## src/rtl/morse_char_sequencer.sv

```systemverilog
// Byte FIFO between the UART receiver and the Morse generator: normalises each character,
// drives the generator's start/done handshake and pads letters with the inter-letter gap.
`timescale 1ns/1ps
module morse_char_sequencer #(
    parameter int MORSE_CYCLES = 10,
    parameter int FIFO_DEPTH   = 16,
    parameter int GAP_UNITS    = 2
) (
    input  logic                          clk_i,
    input  logic                          reset_i,
    input  logic [7:0]                    wr_data_i,
    input  logic                          wr_valid_i,
    output logic                          wr_ready_o,
    output logic [7:0]                    ascii_o,
    output logic                          start_o,
    input  logic                          gen_done_i,
    output logic [$clog2(FIFO_DEPTH):0]   fifo_count_o,
    output logic                          overflow_o,
    output logic                          busy_o
);

    localparam int              AW        = $clog2(FIFO_DEPTH);
    localparam int              CW        = AW + 1;
    localparam logic [CW-1:0]   DEPTH_C   = CW'(FIFO_DEPTH);
    localparam logic [31:0]     GAP_TOTAL = 32'(GAP_UNITS * MORSE_CYCLES);
    localparam logic [31:0]     GAP_LAST  = (GAP_TOTAL == 32'd0) ? 32'd0 : GAP_TOTAL - 32'd1;

    localparam logic [1:0] S_IDLE = 2'd0;
    localparam logic [1:0] S_REQ  = 2'd1;
    localparam logic [1:0] S_REL  = 2'd2;
    localparam logic [1:0] S_GAP  = 2'd3;

    logic [1:0]    state;
    logic [7:0]    mem [FIFO_DEPTH];
    logic [AW-1:0] wr_ptr;
    logic [AW-1:0] rd_ptr;
    logic [CW-1:0] count;
    logic [31:0]   gap_cnt;
    logic          full;
    logic          empty;
    logic          push;
    logic          pop;

    assign full         = (count == DEPTH_C);
    assign empty        = (count == '0);
    assign push         = wr_valid_i && !full;
    // Pop looks only at the registered count, so a byte pushed this cycle waits one cycle.
    assign pop          = (state == S_IDLE) && !empty;
    assign wr_ready_o   = !full;
    assign fifo_count_o = count;
    assign busy_o       = (state != S_IDLE) || !empty;

    function automatic logic [7:0] normalise(input logic [7:0] c);
        if (c >= 8'h61 && c <= 8'h7A) return c - 8'h20;
        if (c == 8'h0D || c == 8'h0A) return 8'h20;
        return c;
    endfunction

    // NOTE: the storage array is deliberately not reset; pointers and count alone define
    // which entries are valid, which keeps the array mappable onto plain RAM.
    always_ff @(posedge clk_i) begin
        if (push) mem[wr_ptr] <= wr_data_i;
    end

    always_ff @(posedge clk_i) begin
        if (reset_i) begin
            wr_ptr     <= '0;
            rd_ptr     <= '0;
            count      <= '0;
            overflow_o <= 1'b0;
        end else begin
            if (push) wr_ptr <= wr_ptr + AW'(1);
            if (pop)  rd_ptr <= rd_ptr + AW'(1);
            if (wr_valid_i && full) overflow_o <= 1'b1;
            case ({push, pop})
                2'b10:   count <= count + CW'(1);
                2'b01:   count <= count - CW'(1);
                default: count <= count;
            endcase
        end
    end

    // NOTE: every register here uses non-blocking assignment so each next-state term reads
    // the pre-edge value of state, independent of statement order.
    always_ff @(posedge clk_i) begin
        if (reset_i) begin
            state   <= S_IDLE;
            ascii_o <= 8'h00;
            start_o <= 1'b0;
            gap_cnt <= '0;
        end else begin
            // Registered request; gating with done keeps start low while the generator reports done.
            start_o <= (state == S_REQ) && !gen_done_i;
            case (state)
                S_IDLE: begin
                    if (pop) begin
                        ascii_o <= normalise(mem[rd_ptr]);
                        state   <= S_REQ;
                    end
                end
                S_REQ: begin
                    if (gen_done_i) state <= S_REL;
                end
                S_REL: begin
                    if (!gen_done_i) begin
                        if (ascii_o != 8'h20 && GAP_TOTAL != 32'd0) begin
                            gap_cnt <= '0;
                            state   <= S_GAP;
                        end else begin
                            state <= S_IDLE;
                        end
                    end
                end
                S_GAP: begin
                    if (gap_cnt == GAP_LAST) begin
                        gap_cnt <= '0;
                        state   <= S_IDLE;
                    end else begin
                        gap_cnt <= gap_cnt + 32'd1;
                    end
                end
                default: state <= S_IDLE;
            endcase
        end
    end

endmodule
```

## config.mk

```make
export PLATFORM = sky130hd
export DESIGN_NAME = morse_char_sequencer
export DESIGN_NICKNAME = d
export VERILOG_FILES = /design/src/rtl/morse_char_sequencer.sv
export SDC_FILE = /design/constraint.sdc
export NUM_CORES = 1
export LEC_CHECK = 0
export CAP_MARGIN = 20
export CORE_ASPECT_RATIO = 0.9
export CORE_MARGIN = 5
export CORE_UTILIZATION = 45
export DETAILED_ROUTE_END_ITERATION = 10
export PLACE_DENSITY = 0.63
export SYNTH_ARGS = -nofsm -noshare
export SYNTH_HDL_FRONTEND = slang
export SYNTH_SLANG_ARGS = --single-unit
export TNS_END_PERCENT = 10
```

## constraint.sdc

```tcl
create_clock -name clk_i -period 3.22 [get_ports clk_i]
set_input_delay 0.644 -clock clk_i [delete_from_list [all_inputs] [get_ports clk_i]]
set_output_delay 0.644 -clock clk_i [all_outputs]
set_load 0.01 [all_outputs]
```

=== Word level (Yosys, flattened, before mapping) ===
Memory sizes are Yosys's and may differ from the RTL's. A register that Yosys moved wholly into a read port is not among the register bits.
Index checks and enable logic that the tools add are counted.
Widths: inputs -> output; s select.

* Register bits after elaboration: 57
* Bits in writable memories: 128
* Memories kept: 1

* Add/subtract/negate cells: 6
* $lt $le $gt $ge: 2
* Equality and inequality tests: 15
* Mux-type cells: 28
* Reduce and logical (&&, ||, !) cells: 18

{| class="wikitable"
|+ Memory list
! memory !! depth !! bits a word !! rd ports !! clocked after memory_dff !! wr ports !! line !! text
|-
| mem || 16 || 8 || 1 || 1 || 1 || 34 || <nowiki>logic [7:0] mem [FIFO_DEPTH];</nowiki>
|}

{| class="wikitable"
|+ Operators with widths
! kind !! number
|-
| $mux 32 || 3
|-
| $pmux 32 s2 || 1
|-
| $add 32x1->32 const B || 1
|-
| $eq 32x5->1 const B || 1
|-
| $mux 8 || 4
|-
| $eq 8x4->1 const B || 2
|-
| $mux 1 || 11
|-
| $mux 2 || 5
|-
| $ne 2x2->1 const B || 5
|-
| $pmux 5 s2 || 1
|-
| $add 4x1->4 const B || 2
|-
| $ge 8x7->1 const B || 1
|-
| $le 8x7->1 const B || 1
|-
| $mux 4 || 2
|-
| $ne 8x6->1 const B || 1
|-
| $pmux 2 s4 || 1
|-
| $sub 8x6->8 const B || 1
|-
| $eq 2x2->1 const B || 3
|-
| $reduce_bool 2->1 || 3
|-
| $add 5x1->5 const B || 1
|-
| $eq 5x5->1 const B || 1
|-
| $logic_and 1x1->1 || 5
|-
| $logic_not 5->1 || 1
|-
| $sub 5x1->5 const B || 1
|-
| other kinds (7) || 11
|}

=== Logic depth before layout (Yosys ltp) ===
Gate-level depths: netlist of run 1.

* Depth in word-level cells: 12
* Mapped depth: 15
* Gate-level depth less buffers: 13

=== Worst setup path before layout of run 1 ===
OpenSTA, ideal clock, no wires.

* Kind: reg-to-reg
* From: register count[0], in the netlist fifo_count_o[0]
* To: register count[4], in the netlist fifo_count_o[4]
* Setup time: 71 ps
* Arrival time: 2798 ps
* Data required time: 3149 ps
* Setup slack: 351 ps
* Cell stages (with the launch flop): 14
* Period minus slack after synthesis: 2869 ps
* Cells stage by stage: dfxtp_1 > nor4_1 > nor2b_1 > nand2b_1 > buf_4 > inv_1 > clkbuf_1 > ha_1 > ha_1 > a21o_1 > a21oi_1 > xnor2_1 > or3_1 > a21oi_1

* Longest elaborated chain between the ends: 5
* Elaborated cells on any way between the ends: 12

{| class="wikitable"
|+ RTL lines
! item !! line !! text
|-
| start: declaration || 37 || <nowiki>logic [CW-1:0] count;</nowiki>
|-
| start signal: assignment || 76 || <nowiki>2'b10: count <= count + CW'(1);</nowiki>
|-
| start signal: assignment || 77 || <nowiki>2'b01: count <= count - CW'(1);</nowiki>
|-
| start signal: assignment || 78 || <nowiki>default: count <= count;</nowiki>
|-
| $logic_not 5->1 (*) || 45 || <nowiki>assign empty = (count == '0);</nowiki>
|-
| $logic_not 1->1 (*) || 48 || <nowiki>assign pop = (state == S_IDLE) && !empty;</nowiki>
|-
| $logic_and 1x1->1 (*) || 48 ||
|-
| via pop || 42 || <nowiki>logic pop;</nowiki>
|-
| $eq 2x1->1 / $eq 2x2->1 (equally long branches) || 75 || <nowiki>case ({push, pop})</nowiki>
|-
| $pmux 5 s2 / $reduce_bool 2->1 (equally long branches) || - ||
|}

Mark *: on every way through the listed nets, which the timed path passes. The rest lies on a longest branch.
A chain may end at the register's enable or synchronous reset.

=== Final worst setup path of run 1 ===
* From: register count[0], in the netlist fifo_count_o[0]
* To: register count[4], in the netlist fifo_count_o[4]

* Longest elaborated chain between the ends: 5
* Elaborated cells on any way between the ends: 12

{| class="wikitable"
|+ RTL lines
! item !! line
|-
| $eq 5x5->1 / $logic_not 5->1 (equally long branches) || 44, 45
|-
| $logic_not 1->1 (on tied branches) || 46, 48
|-
| $logic_and 1x1->1 (on tied branches) || 46, 48
|-
| $eq 2x1->1 / $eq 2x2->1 (equally long branches) || 75
|-
| $pmux 5 s2 / $reduce_bool 2->1 (equally long branches) || -
|}

Several ways; a longest one is shown, not always the timed one.

==> impl_metrics.env, run 1 <==
export IMPL_syn_area_mm2=0.00782
export IMPL_syn_inst=549
export IMPL_utilization=0.535
export IMPL_ys_warnings_count=0
export IMPL_hold_path_class="flop to flop"
export IMPL_cts_tree="built"
export IMPL_synthDistinctLibCells=53
export IMPL_clock_latency_ns=0.43
export IMPL_synth_edf_count=128
export IMPL_final_nets=626
export IMPL_wl_per_cell_um=18.4
export IMPL_final_cell_count_no_fill=850
export IMPL_period_needed_ns=2.83
export IMPL_yosysTopAreaCell="edfxtp_1"
export IMPL_n_antenna_cell=0
export IMPL_gr_total_overflow=0
export IMPL_rsz0062_at_grt="no"
export IMPL_route_vias_total=4605
export IMPL_maxCapViolCount=0
export IMPL_internal_power_mw=4.56
export IMPL_power_net_switching_mw=1.84
export IMPL_clock_sinks=189
export IMPL_io_pins=29
export IMPL_tns_ns=0
export IMPL_viasPerCell=5.42
export IMPL_p_seq_frac=0.449
export IMPL_hold_viol_final=0
export IMPL_switching_share=0.288
export IMPL_die_area_mm2=0.0201
export IMPL_antenna_found_initial=0
export IMPL_root_buffer="clkbuf_16"
export IMPL_route_antenna_remaining_nets=0
export IMPL_required_ns=3.58
export IMPL_ys_seq_elements=189
export IMPL_rr_worst_depth=13
export IMPL_die_w_um=149
export IMPL_drt_iter0_markers=337
export IMPL_grt_pass1_wl_um=25500
export IMPL_final_setup_viol_count=0
export IMPL_relSlewSlack=0.594
export IMPL_totalWireLength_um=15700
export IMPL_portBuffers=28
export IMPL_synth_nets=573
export IMPL_outcome="completed"
export IMPL_yosysSeqAreaShare=0.648
export IMPL_synth_top_cell_area_share=0.492
export IMPL_drv_slew=0
export IMPL_critPathCaptureType="flop"
export IMPL_clk_path_buf_depth=2
export IMPL_synth_most_common_cell="edfxtp_1"
export IMPL_finalCritPeriodShare=0.880
export IMPL_crit_fanout=5
export IMPL_drt_first_pass_iters=5
export IMPL_worst_pin_slew_ns=0.607
export IMPL_core_mm2=0.0169
export IMPL_hold_depth=2
export IMPL_synth_avg_cell_area_um2=14.2
export IMPL_drc_errors=0
export IMPL_dpl_cell_count=817
export IMPL_grt_max_degree=33
export IMPL_setup_worst_path_start_class="flop"
export IMPL_grt_pass1_vias=4676
export IMPL_ir_worst_vdd_mv=0.412
export IMPL_fmax_mhz=353
export IMPL_syn_to_final_growth_pct=16.1
export IMPL_postCtsSetupBuffers=0
export IMPL_clkTransAtPathRegs_ns=0.07
export IMPL_async_flop_share=0
export IMPL_p_clk_frac=0.311
export IMPL_ys_flop_type="edfxtp_1"
export IMPL_crit_type="flop to flop"
export IMPL_worstPathArrival_ns=3.20
export IMPL_place_hpwl_um=10600
export IMPL_rows=45
export IMPL_skew_ns=0.00648
export IMPL_yosys_top_cells_count="edfxtp_1 (128), nor2_1 (73), dfxtp_1 (61)"
export IMPL_die_y_um=135
export IMPL_gp_congestion=0.818
export IMPL_leakage_nw=3.04
export IMPL_start_util=0.461
export IMPL_p_per_area_mw_per_mm2=706
export IMPL_cts_made_buffers=17
export IMPL_drive_gt1_frac=0.135
export IMPL_pwr_share_comb=0.240
export IMPL_htree_num_levels=4
export IMPL_track_usage=0.167
export IMPL_synthTopCellsByArea="edfxtp_1 (49%), dfxtp_1 (16%), mux4_1 (5.4%)"
[registers in the layout (all words and copies together), names as in the netlist, named ones only]
name / cells
start_o: 1
gap_cnt: 32
fifo_count_o: 5
wr_ptr: 4
mem: 128
ascii_o: 8
state: 2
rd_ptr: 4
overflow_o: 1
[cell usage in the layout (no fill, tap or decap), types with 2 or more instances in the layout]
cell             count
edfxtp_1           128
nor2_1              73
dfxtp_1             60
nand2_1             32
clkdlybuf4s50_1     28
buf_4               26
xor2_1              20
a21oi_1             19
inv_1               17
mux4_2              17
clkbuf_16           17
mux4_1              16
xnor2_1             16
nor3_1              14
nand4_1             12
a22oi_1             11
ha_1                11
nor4_1              10
nand3_1              8
o21ai_0              7
and3_1               6
or3_1                6
a22o_1               5
inv_6                5
nor2b_1              3
nand2b_1             3
nor4b_1              3
clkinv_4             3
and2_1               2
a21o_1               2
o2111ai_1            2
clkbuf_1             2
buf_12               2
[per-stage QoR]
step                worst slack, ns  total power, mW  instance area, um2  hold WS (ns)
detailed placement            0.297             4.46                8490         0.463
CTS                           0.263             6.45                9050         0.480
global route                  0.188             6.75                9070         0.526
floorplan                     0.351             3.96                7820         0.468
finish                        0.387             6.40                9070         0.474
global placement              0.383             4.42                8490         0.444
[worst max-delay path, stage by stage (launching register included)]
cell and delay (ns):
dfxtp_1 0.37, nor4_2 0.41, nor2b_1 0.22, nand2b_1 0.15
inv_1 0.06, ha_1 0.23, inv_1 0.12, fa_1 0.22
inv_1 0.05, a21o_1 0.15, a21oi_1 0.20, xnor2_1 0.12
or3_1 0.32, a21oi_1 0.14
[logic make-up after synthesis]
logic type / after synthesis / share of synthesized area
xor+xnor: 36 / 0.0403
compound gates: 60 / 0.0523
buf+inv: 40 / 0.0266
mux: 35 / 0.105
fa+ha+maj: 12 / 0.0202
flops: 189 / 0.648
simple gates: 177 / 0.107
[power groups by stage]
stage | clock [mW] | combinational [mW] | sequential, mW
2_1_floorplan | 0 | 1.09 | 2.88
3_3_place_gp | 0 | 1.50 | 2.92
3_5_place_dp | 0 | 1.53 | 2.93
4_1_cts | 2.04 | 1.54 | 2.87
5_1_grt | 2.16 | 1.70 | 2.89
6_report | 1.99 | 1.53 | 2.87
[final timing paths]
| check | start | end | slack [ns] |
|---|---|---|---|
| max reg2reg | fifo_count_o[0] | fifo_count_o[4] | 0.39 |
| min | overflow_o | overflow_o | 0.47 |
| max | fifo_count_o[0] | fifo_count_o[4] | 0.39 |
| min reg2reg | overflow_o | overflow_o | 0.47 |
[metal layers]
metal / part of all wire / global-route usage / wire, um / up-vias
li1: - / - / - / 2191
met3: 0.042 / 0.0440 / 658 / 14
met5: 0 / 0 / 0 / -
met1: 0.45 / 0.221 / 7120 / 2316
met2: 0.50 / 0.279 / 7750 / 84
met4: 0.0083 / 0.0402 / 130 / 0
[final cells by class]
class | instances | area, um2
clock buffers | 19 | 433
clock inverters | 13 | 133
fillers | 1383 | 7870
inverters | 17 | 63.8
multi-input cells | 320 | 2550
flip-flops and latches | 189 | 5070
well taps | 235 | 294
repair buffers | 57 | 531
[repair_timing]
action	in CTS	in global routing
gates resized for setup	0	1
endpoints found under the setup margin	0	1
endpoints found under the hold margin	0	0
hold buffers	0	0
No activity file was read; power rests on OpenSTA's default activity.
==> run 2: changes to the inputs <==
--- a/config.mk
+++ b/config.mk
@@ -9,7 +9,9 @@
 export CORE_ASPECT_RATIO = 0.9
 export CORE_MARGIN = 5
 export CORE_UTILIZATION = 45
+export CTS_CLUSTER_SIZE = 12
 export DETAILED_ROUTE_END_ITERATION = 10
+export GPL_TIMING_DRIVEN = 0
 export PLACE_DENSITY = 0.63
 export SYNTH_ARGS = -nofsm -noshare
 export SYNTH_HDL_FRONTEND = slang
==> run 2 against run 1 <==
Sequential share of layout area about the same; via count increased by 0.80%; worst setup slack got worse by 0.18 ns; combinational power increased by 12%; non-clock buffer count increased by 1; critical endpoint is now ascii_o[1]; utilization about the same; sequential cell count unchanged; register-to-register slack got worse by 0.18 ns; wire length increased by 1.5%.
==> impl_metrics.env, run 2 (same netlist as run 1, synthesis figures left out) <==
export IMPL_crit_path_end="ascii_o[1]"
export IMPL_switching_share=0.284
export IMPL_start_util=0.461
export IMPL_rows=45
export IMPL_drc_errors=0
export IMPL_io_pins=29
export IMPL_worst_pin_slew_ns=1.00
export IMPL_finalCritPeriodShare=0.936
export IMPL_route_antenna_remaining_nets=0
export IMPL_antenna_found_initial=0
export IMPL_regMostFlops="mem"
export IMPL_internal_power_mw=4.79
export IMPL_cts_tree="built"
export IMPL_die_w_um=149
export IMPL_r2r_end="ascii_o[1]"
export IMPL_rr_worst_depth=9
export IMPL_final_nets=628
export IMPL_die_area_mm2=0.0201
export IMPL_drt_first_pass_iters=5
export IMPL_largestRegisters="mem (128), gap_cnt (32), ascii_o (8)"
export IMPL_leakage_nw=3.00
export IMPL_place_hpwl_um=10800
export IMPL_power_net_switching_mw=1.90
export IMPL_drive_gt1_frac=0.117
export IMPL_clk_path_buf_depth=2
export IMPL_die_y_um=135
export IMPL_wl_per_cell_um=18.7
export IMPL_ir_worst_vdd_mv=0.520
export IMPL_crit_type="flop to flop"
export IMPL_core_mm2=0.0169
export IMPL_track_usage=0.165
export IMPL_grt_pass1_vias=4608
export IMPL_reg2reg_slack_ns=0.21
export IMPL_n_antenna_cell=0
export IMPL_route_vias_total=4642
export IMPL_required_ns=3.54
export IMPL_gr_total_overflow=0
export IMPL_fmax_mhz=332
export IMPL_largest_reg_flops=128
export IMPL_maxCapViolCount=0
export IMPL_path_common_cell="buf_2"
export IMPL_clock_sinks=189
export IMPL_outcome="completed"
export IMPL_cts_made_buffers=17
export IMPL_root_buffer="clkbuf_16"
export IMPL_max_stage_delay_ns=0.43
export IMPL_drt_iter0_markers=336
export IMPL_portBuffers=27
export IMPL_cpMaxStageDelayCell="dfxtp_1"
export IMPL_mostFrequentLayoutCell="edfxtp_1"
export IMPL_p_seq_frac=0.424
export IMPL_final_setup_viol_count=0
export IMPL_crit_fanout=10
export IMPL_period_needed_ns=3.01
export IMPL_grt_max_degree=17
export IMPL_syn_to_final_growth_pct=16.1
export IMPL_htree_num_levels=4
export IMPL_p_clk_frac=0.320
export IMPL_setup_worst_path_start_class="flop"
export IMPL_relSlewSlack=0.325
export IMPL_pwr_share_comb=0.256
export IMPL_p_per_area_mw_per_mm2=737
export IMPL_clkTransAtPathRegs_ns=0.07
export IMPL_drv_slew=0
export IMPL_gp_congestion=0.833
export IMPL_worstPathArrival_ns=3.34
export IMPL_fin_hold_ws_ns=0.463
export IMPL_final_cell_mix="edfxtp_1 (128), nor2_1 (73), dfxtp_1 (61), nand2_1 (32), clkdlybuf4s50_1 (27)"
export IMPL_grt_pass1_wl_um=25100
export IMPL_hold_viol_final=0
export IMPL_viasPerCell=5.45
export IMPL_hold_path_class="input port to flop"
export IMPL_totalWireLength_um=15900
export IMPL_skew_ns=0.00932
export IMPL_critPathCaptureType="flop"
export IMPL_crit_chain="buf_2, buf_2, mux4_2, a22oi_1, nand2_1, or3b_1, a21oi_2, a211oi_2, a22o_1"
export IMPL_clock_latency_ns=0.44
export IMPL_tns_ns=0
-- run 2: final cells by class --
class | count | area [um2]
Buffer | 21 | 136
Clock buffer | 21 | 440
Clock inverter | 11 | 156
Fill cell | 1358 | 7880
Inverter | 17 | 67.6
Multi-Input combinational cell | 320 | 2570
Sequential cell | 189 | 5060
Tap cell | 235 | 294
Timing Repair Buffer | 37 | 338
Timing Repair inverter | 1 | 5.00
-- run 2: metrics by stage --
stage / power (mW) / instances / area, um2 / setup WS (ns) / utilization
6_report: 6.69 / 852 / 9070 / 0.206 / 0.535
5_1_grt: 7.02 / 852 / 9070 / -0.0217 / 0.535
4_1_cts: 6.61 / 846 / 9010 / 0.0359 / 0.532
3_5_place_dp: 4.47 / 815 / 8400 / -0.291 / 0.496
3_3_place_gp: 4.43 / 811 / 8380 / -0.198 / 0.495
2_1_floorplan: 3.96 / 549 / 7820 / 0.351 / -
-- run 2: worst min-delay path by stage --
stage	slack, ns	depth (start not counted)	from	end
detailed placement	0.47	2	overflow_o	overflow_o
CTS	0.45	2	reset_i	state[1]
global placement	0.46	2	overflow_o	overflow_o
finish	0.46	2	reset_i	state[1]
floorplan	0.47	2	rd_ptr[1]	flop
global route	0.45	2	reset_i	state[1]
-- run 2: timing repair --
action                                  CTS  global route
pin swaps                                 0             1
hold buffers                              0             0
resized for setup                         2             4
endpoints found under the setup margin    2             2
buffers inserted                          0             6
cloned                                    0             1
-- run 2: worst max-delay path, delay by kind of cell, from the launching register on --
kind	cells	cell delay, ns
muxes	1	0.35
DFF	1	0.43
AOI/OAI and AO/OA	4	0.83
and+or+nand+nor	2	0.62
buffers and inverters	2	0.67
-- run 2: power groups by stage --
stage               logic [mW]  clock network (mW)  registers (mW)
floorplan                 1.09                   0            2.88
finish                    1.71                2.14            2.83
global placement          1.55                   0            2.87
global route              1.87                2.29            2.85
detailed placement        1.59                   0            2.88
CTS                       1.60                2.17            2.83
-- run 2: routing by layer --
layer / track usage / wire length [um] / part of all wire
met2: 0.275 / 7930 / 0.50
met3: 0.0443 / 671 / 0.042
met4: 0.0473 / 289 / 0.018
met5: 0 / 0 / 0
met1: 0.214 / 7000 / 0.44
